**src/rtl/t5_led_pkg.sv**
```systemverilog
// Shared constants for the speed-LED controller: mode encodings, default
// parameters and a counter-width helper.
package t5_led_pkg;

    localparam logic [1:0] MODE_DEC   = 2'b00;
    localparam logic [1:0] MODE_BLINK = 2'b01;
    localparam logic [1:0] MODE_OFF   = 2'b10;
    localparam logic [1:0] MODE_ON    = 2'b11;

    localparam int DEF_NUM_CH      = 2;
    localparam int DEF_SYNC_STAGES = 2;
    localparam int DEF_DEB_CYCLES  = 32;
    localparam int DEF_BLINK_DIV   = 8192;

    // Width of a counter spanning 0..n-1, never narrower than one bit.
    function automatic int cnt_width(input int n);
        return (n > 1) ? $clog2(n) : 1;
    endfunction

endpackage

```
**src/rtl/t5_led_chan.sv**
```systemverilog
// One speed-LED channel: pin synchronisers, XNOR speed decode and a
// persistence filter that only accepts a decode held for DEB_CYCLES cycles.
module t5_led_chan
    import t5_led_pkg::*;
#(
    parameter int SYNC_STAGES = DEF_SYNC_STAGES,
    parameter int DEB_CYCLES  = DEF_DEB_CYCLES
) (
    input  logic i_clk_32k,
    input  logic i_rst_n,
    input  logic led_a,
    input  logic led_b,
    output logic filt
);

    localparam int              CW       = cnt_width(DEB_CYCLES);
    localparam logic [CW-1:0]   CNT_LAST = CW'(DEB_CYCLES - 1);

    logic [SYNC_STAGES-1:0] a_sync;
    logic [SYNC_STAGES-1:0] b_sync;
    logic [SYNC_STAGES-1:0] sync_vld;
    logic [CW-1:0]          cnt;
    logic                   d;
    logic                   d_vld;

    // sync_vld marks when the chains hold real pin samples rather than reset
    // zeros, so power-up decode goes through the same latency as any change.
    // NOTE: sequential blocks use non-blocking (<=) so every flop samples the
    // pre-edge value of its neighbour; blocking here would collapse the chain.
    always_ff @(posedge i_clk_32k or negedge i_rst_n) begin
        if (!i_rst_n) begin
            a_sync   <= '0;
            b_sync   <= '0;
            sync_vld <= '0;
        end else begin
            a_sync   <= {a_sync[SYNC_STAGES-2:0], led_a};
            b_sync   <= {b_sync[SYNC_STAGES-2:0], led_b};
            sync_vld <= {sync_vld[SYNC_STAGES-2:0], 1'b1};
        end
    end

    assign d     = ~(a_sync[SYNC_STAGES-1] ^ b_sync[SYNC_STAGES-1]);
    assign d_vld = sync_vld[SYNC_STAGES-1];

    always_ff @(posedge i_clk_32k or negedge i_rst_n) begin
        if (!i_rst_n) begin
            cnt  <= '0;
            filt <= 1'b0;
        end else if (!d_vld || d == filt) begin
            cnt  <= '0;
        end else if (cnt == CNT_LAST) begin
            filt <= d;
            cnt  <= '0;
        end else begin
            cnt  <= cnt + 1'b1;
        end
    end

endmodule

```
**src/rtl/t5_led_spd_ctrl.sv**
```systemverilog
// N-channel port speed-LED controller: per-channel filtered decode, shared
// blink timer, per-channel mode select and a global lamp-test override.
module t5_led_spd_ctrl
    import t5_led_pkg::*;
#(
    parameter int NUM_CH      = DEF_NUM_CH,
    parameter int SYNC_STAGES = DEF_SYNC_STAGES,
    parameter int DEB_CYCLES  = DEF_DEB_CYCLES,
    parameter int BLINK_DIV   = DEF_BLINK_DIV
) (
    input  logic                  i_clk_32k,
    input  logic                  i_rst_n,
    input  logic [NUM_CH-1:0]     i_led_a,
    input  logic [NUM_CH-1:0]     i_led_b,
    input  logic [2*NUM_CH-1:0]   i_mode,
    input  logic                  i_lamp_test,
    output logic [NUM_CH-1:0]     o_led_spd
);

    localparam int            BW         = cnt_width(BLINK_DIV);
    localparam logic [BW-1:0] BLINK_LAST = BW'(BLINK_DIV - 1);

    logic [BW-1:0]     bcnt;
    logic              blink_ph;
    logic [NUM_CH-1:0] filt;
    logic [NUM_CH-1:0] led_nxt;

    always_ff @(posedge i_clk_32k or negedge i_rst_n) begin
        if (!i_rst_n) begin
            bcnt     <= '0;
            blink_ph <= 1'b0;
        end else if (bcnt == BLINK_LAST) begin
            bcnt     <= '0;
            blink_ph <= ~blink_ph;
        end else begin
            bcnt     <= bcnt + 1'b1;
        end
    end

    for (genvar k = 0; k < NUM_CH; k++) begin : g_chan
        t5_led_chan #(
            .SYNC_STAGES (SYNC_STAGES),
            .DEB_CYCLES  (DEB_CYCLES)
        ) u_chan (
            .i_clk_32k (i_clk_32k),
            .i_rst_n   (i_rst_n),
            .led_a     (i_led_a[k]),
            .led_b     (i_led_b[k]),
            .filt      (filt[k])
        );
    end

    // NOTE: led_nxt gets a full default before any branch so no path through
    // the block leaves it unassigned, which would otherwise infer a latch.
    always_comb begin
        led_nxt = '0;
        for (int k = 0; k < NUM_CH; k++) begin
            case (i_mode[2*k +: 2])
                MODE_DEC:   led_nxt[k] = filt[k];
                MODE_BLINK: led_nxt[k] = filt[k] & blink_ph;
                MODE_OFF:   led_nxt[k] = 1'b0;
                MODE_ON:    led_nxt[k] = 1'b1;
            endcase
        end
        if (i_lamp_test) begin
            led_nxt = '1;
        end
    end

    always_ff @(posedge i_clk_32k or negedge i_rst_n) begin
        if (!i_rst_n) begin
            o_led_spd <= '0;
        end else begin
            o_led_spd <= led_nxt;
        end
    end

endmodule
```
**config.mk**
```make
export PLATFORM = sky130hd
export DESIGN_NAME = t5_led_spd_ctrl
export DESIGN_NICKNAME = d
export VERILOG_FILES = /design/src/rtl/t5_led_pkg.sv /design/src/rtl/t5_led_chan.sv /design/src/rtl/t5_led_spd_ctrl.sv
export SDC_FILE = /design/constraint.sdc
export NUM_CORES = 1
export LEC_CHECK = 0
export BUFFER_PORTS_ARGS = -buffer_cell sky130_fd_sc_hd__buf_2
export CAP_MARGIN = 20
export CORE_MARGIN = 10
export CORE_UTILIZATION = 35
export CTS_BUF_LIST = sky130_fd_sc_hd__clkbuf_8
export DETAILED_ROUTE_END_ITERATION = 12
export SLEW_MARGIN = 20
export SYNTH_ARGS = -nofsm -noshare
export SYNTH_HDL_FRONTEND = slang
export SYNTH_SLANG_ARGS = --single-unit
```
**constraint.sdc**
```tcl
create_clock -name i_clk_32k -period 1.65 [get_ports i_clk_32k]
set_input_delay 0.33 -clock i_clk_32k [delete_from_list [all_inputs] [get_ports i_clk_32k]]
set_output_delay 0.33 -clock i_clk_32k [all_outputs]
set_load 0.02 [all_outputs]
```
Word level (Yosys, flattened, before mapping)
Cells that the tools add are included.
{ "op_classes": {"n_addsub": 3, "n_eq_ne": 11, "n_mux": 8, "n_bitwise": 9, "reduce_logical": 8} }
{ "op_table": {"columns": ["operator", "count"], "rows": [
  ["two-way mux 5 bit", 4],
  ["adder 13 x 1 -> 13 bit, second input constant", 1],
  ["== test 13 bit, second input constant", 1],
  ["two-way mux 13 bit", 1],
  ["adder 5 x 1 -> 5 bit, second input constant", 2],
  ["== test 5 bit, second input constant", 2],
  ["== test 2 bit, second input constant", 4],
  ["one-hot mux 1 bit (4 select lines)", 2],
  ["inverter 1 bit", 5],
  ["== test 2 x 1 -> 1 bit, second input constant", 2],
  ["zero test 2 bit", 2],
  ["AND reduction 2 bit", 2],
  ["bitwise AND 1 bit", 2],
  ["== test 1 bit", 2],
  ["zero test 1 bit", 2],
  ["logical OR 1 bit", 2],
  ["two-way mux 2 bit", 1],
  ["XOR 1 bit", 2]
]} }
{ "word_totals": {"regBits": 40, "inputBits": 11, "out_inout_bits": 2, "wordCells": 52} }

Longest topological paths before layout
{ "depth": {"ltp_word": 6, "depth_mapped": 6, "depth_no_buf": 6} }

Cells and area by module
From an unflattened synthesis, not the netlist that was laid out.
{ "hier_totals": {"cells_unflattened": 125, "hier_area_um2": 1584.0} }
{ "modules_own_cells": {"columns": ["mod", "instances", "cells_each", "area_each_um2", "seq_area_each_um2"], "rows": [
  ["t5_led_chan", 2, 30, 432.9, 300.3],
  ["t5_led_spd_ctrl", 1, 65, 718.2, 400.4]
]} }

Worst setup path before layout
OpenSTA, ideal clock, no wires.
{ "synth_path": {"path_type": "reg-to-reg", "start": "register bcnt[0]", "end": "register blink_ph", "setup_ns": 0.145, "arrival_ns": 1.164, "required_time_ns": 1.505, "path_slack_ns": 0.342, "path_stages_with_launch": 5, "path_buffers": 0, "period_less_slack_ns": 1.308, "cell_sequence": "dfrtp_1 > ha_1 > nand3_1 > nor4_4 > xor2_1"} }
{ "synth_via": {"elab_chain_len": 1} }
{ "synth_rtl": {"columns": ["element", "line_no", "source"], "rows": [
  ["start, declared", "t5_led_spd_ctrl.sv:23", "logic [BW-1:0] bcnt;"],
  ["start signal, assigned", "t5_led_spd_ctrl.sv:36", "bcnt <= bcnt + 1'b1;"],
  ["== test 13 bit", "t5_led_spd_ctrl.sv:32", "end else if (bcnt == BLINK_LAST) begin"],
  ["end signal, assigned", "t5_led_spd_ctrl.sv:34", "blink_ph <= ~blink_ph;"],
  ["end, declared", "t5_led_spd_ctrl.sv:24", "logic blink_ph;"]
]} }
No other way between the ends.
A chain may end at the register's enable or synchronous reset.

Worst setup path in the final report
Ends and elaborated chain as after synthesis.

==> reports/qor.txt <==
Area growth syn-to-layout -> 19.3%
post-route insts no fill -> 196
Final GP Congestion -> 0.866
clk buf depth -> 2
CTS Hold Bufs -> 1
Antenna Nets Post-Route -> 0
Die Area -> 7470 sq um
commonest non-fill, non-tap cell in the layout -> dfrtp_1
IO Port Bufs -> 12
syn nets -> 138
drt via density -> 4.93
via count -> 966
Seq/Total Area, Yosys -> 61.5%
CTS resizes -> 0
core area -> 4320 sq um
TritonCTS clock tree -> built
# diodes -> 0
FF+latch count, synth -> 38
Peak VDD IR -> 0.738 mV
crit-path cells -> ha_1 -> nand3_1 -> nor4_4 -> xor2_1
slowest stage cell, crit path -> nor4_4
syn avg cell area -> 12.7 sq um
Min Hold Slack -> 0.152 ns
dpl hpwl -> 1900 um
power per cell area -> 1090 nW/um^2
Hold Crit Class -> input pin to flip-flop
Setup CP Type -> flip-flop to flip-flop
largest net degree at the start of global routing -> 25
1st-iter DRT viols -> 73
fmax -> 0.674 GHz
max_cap viols -> 0
number of setup violations in the final report -> 0
count of cell types in the netlist -> 24
Startpoint Class -> flip-flop
DP Cell Count -> 187
mapped cell area -> 1550 sq um
cell leakage power -> 0.000880 uW
first-pass GRT wire length -> 4660 um
Post-CTS Setup Inserts -> 0
first drt pass iteration count -> 4
nets@finish -> 159
vias in the first global route -> 1057
GRT overflow -> 0
initial core utilization -> 35.7%
most frequent cells in the layout -> dfrtp_1 (38), buf_2 (12), xor2_1 (8), o21ai_0 (8)
Mapped Cells -> 122
Post-Route WL -> 2590 um
Worst path max stage delay -> 0.40 ns
crit end category -> flip-flop
outcome -> complete, no violations
fin crit share -> 89.9%
clock transition at the registers of the reported paths -> 0.07 ns
drt drc -> 0
Final Hold Fails -> 0
Clock Sinks -> 38
Slew Viols, Final -> 0
Yosys warnings -> 0
Root Driver -> clkbuf_8
setup_tns -> 0 ns
Filler Cells Inserted -> 405
CTS Buf Count -> 5
RSZ-0062 raised after global routing -> no
required time of the critical path -> 1.79 ns
final worst path period need -> 1.48 ns
Die X -> 86.4 um
worst skew pair latency -> 0.28 ns
chip height -> 86.4 um
share of cells above drive strength 1 -> 17.4%
I/O pin cnt -> 13
initial antenna violation count -> 0
htree depth -> 2
gr usage total -> 7.62%
DR WL/cell -> 13.2 um
skew final -> 0.00721 ns
FP Rows -> 24
CP max FO -> 8
critical path data arrival time -> 1.63 ns
-- flip-flops by register name, indices dropped and copies added, names as in the netlist --
register,flops
blink_ph,1
g_chan.u_chan.sync_vld,2
o_led_spd,2
g_chan.u_chan.a_sync,4
g_chan.u_chan.filt,2
g_chan.u_chan.cnt,10
g_chan.u_chan.b_sync,4
bcnt,13
-- through the flow --
| step | instance area [sq um] | setup WS (ns) | utilization, % | power, uW |
|---|---|---|---|---|
| after floorplan | 1550 | 0.342 | - | 1010 |
| after global placement | 1690 | 0.221 | 39.1 | 1060 |
| after detailed placement | 1690 | 0.160 | 39.1 | 1060 |
| after CTS | 1840 | 0.148 | 42.6 | 2040 |
| after global routing | 1840 | 0.0238 | 42.6 | 2090 |
| final | 1840 | 0.166 | 42.6 | 2010 |
-- power by group --
| part | leakage (uW) | internal [uW] | switching (uW) |
|---|---|---|---|
| sequential | 0.000485 | 953 | 13.9 |
| combinational | 0.000323 | 36.1 | 41.8 |
| clock | 0.0000714 | 645 | 317 |
-- layout make-up --
type	count	area, sq um	area share (%)
Sequential cell	38	951	51.6
Multi-Input combinational cell	80	579	31.4
Timing Repair Buffer	14	90.1	4.89
Clock buffer	6	82.6	4.48
Tap cell	52	65.1	3.53
Clock inverter	2	60.1	3.26
Inverter	4	15.0	0.815
-- final timing paths --
| path | start | endpoint | slack [ns] | cells after the start |
|---|---|---|---|---|
| setup / recovery | bcnt[0] | blink_ph | 0.17 | 4 |
| hold / removal | i_led_a[0] | g_chan[0].u_chan.a_sync[0] | 0.15 | 1 |
| setup reg to reg | bcnt[0] | blink_ph | 0.17 | 4 |
| hold reg to reg | g_chan[1].u_chan.a_sync[0] | g_chan[1].u_chan.a_sync[1] | 0.34 | 0 |
| max in group asynchronous | i_rst_n | g_chan[0].u_chan.b_sync[0] | 0.71 | 3 |
| min in group asynchronous | i_rst_n | g_chan[1].u_chan.filt | 0.49 | 2 |
-- cell families (layout without fill, tap and decap cells) --
| kind of cell | count (synthesis) | after routing | synth area share, % |
|---|---|---|---|
| XOR/XNOR | 16 | 16 | 10.9 |
| buffers and inverters | 4 | 26 | 0.971 |
| other | 1 | 1 | 0.243 |
| AND/OR/NAND/NOR | 42 | 42 | 16.8 |
| flip-flops | 38 | 38 | 61.5 |
| AO/OA/AOI/OAI | 16 | 16 | 5.51 |
| adder cells (fa/ha/maj) | 5 | 5 | 4.05 |
-- metal layers --
layer	wire, um	up-vias	GRT usage, %
li1	-	474	-
met1	1160	466	8.55
met2	1240	24	12.3
met3	174	2	3.10
met4	14	0	3.53
met5	0	-	0
-- synthesized netlist by cell type, drive strengths merged --
master	count	share of area [%]
o21ai	8	2.6
nor2	3	0.73
ha	5	4.0
o31ai	2	0.97
or3	2	0.89
nand2	7	1.7
dfrtp	38	62
xnor2	6	3.4
and3	7	2.9
xor2	8	4.5
or4	2	0.97
and4	2	1.1
nand3	7	2.3
inv	4	0.97
a21oi	6	1.9
nor3	7	2.3
conb	1	0.24
nor2b	1	0.41
xnor3	2	2.9
nor4	1	1.4
nand4	3	2.2
-- worst max-delay path: cells and delay by family (launching register included) --
kind / cells / cell delay, ns
xor gates and xnor gates: 1 / 0.11
adders and majority gates: 1 / 0.26
DFF: 1 / 0.39
and+or+nand+nor: 2 / 0.58
Power figures use the tool's default switching activity.
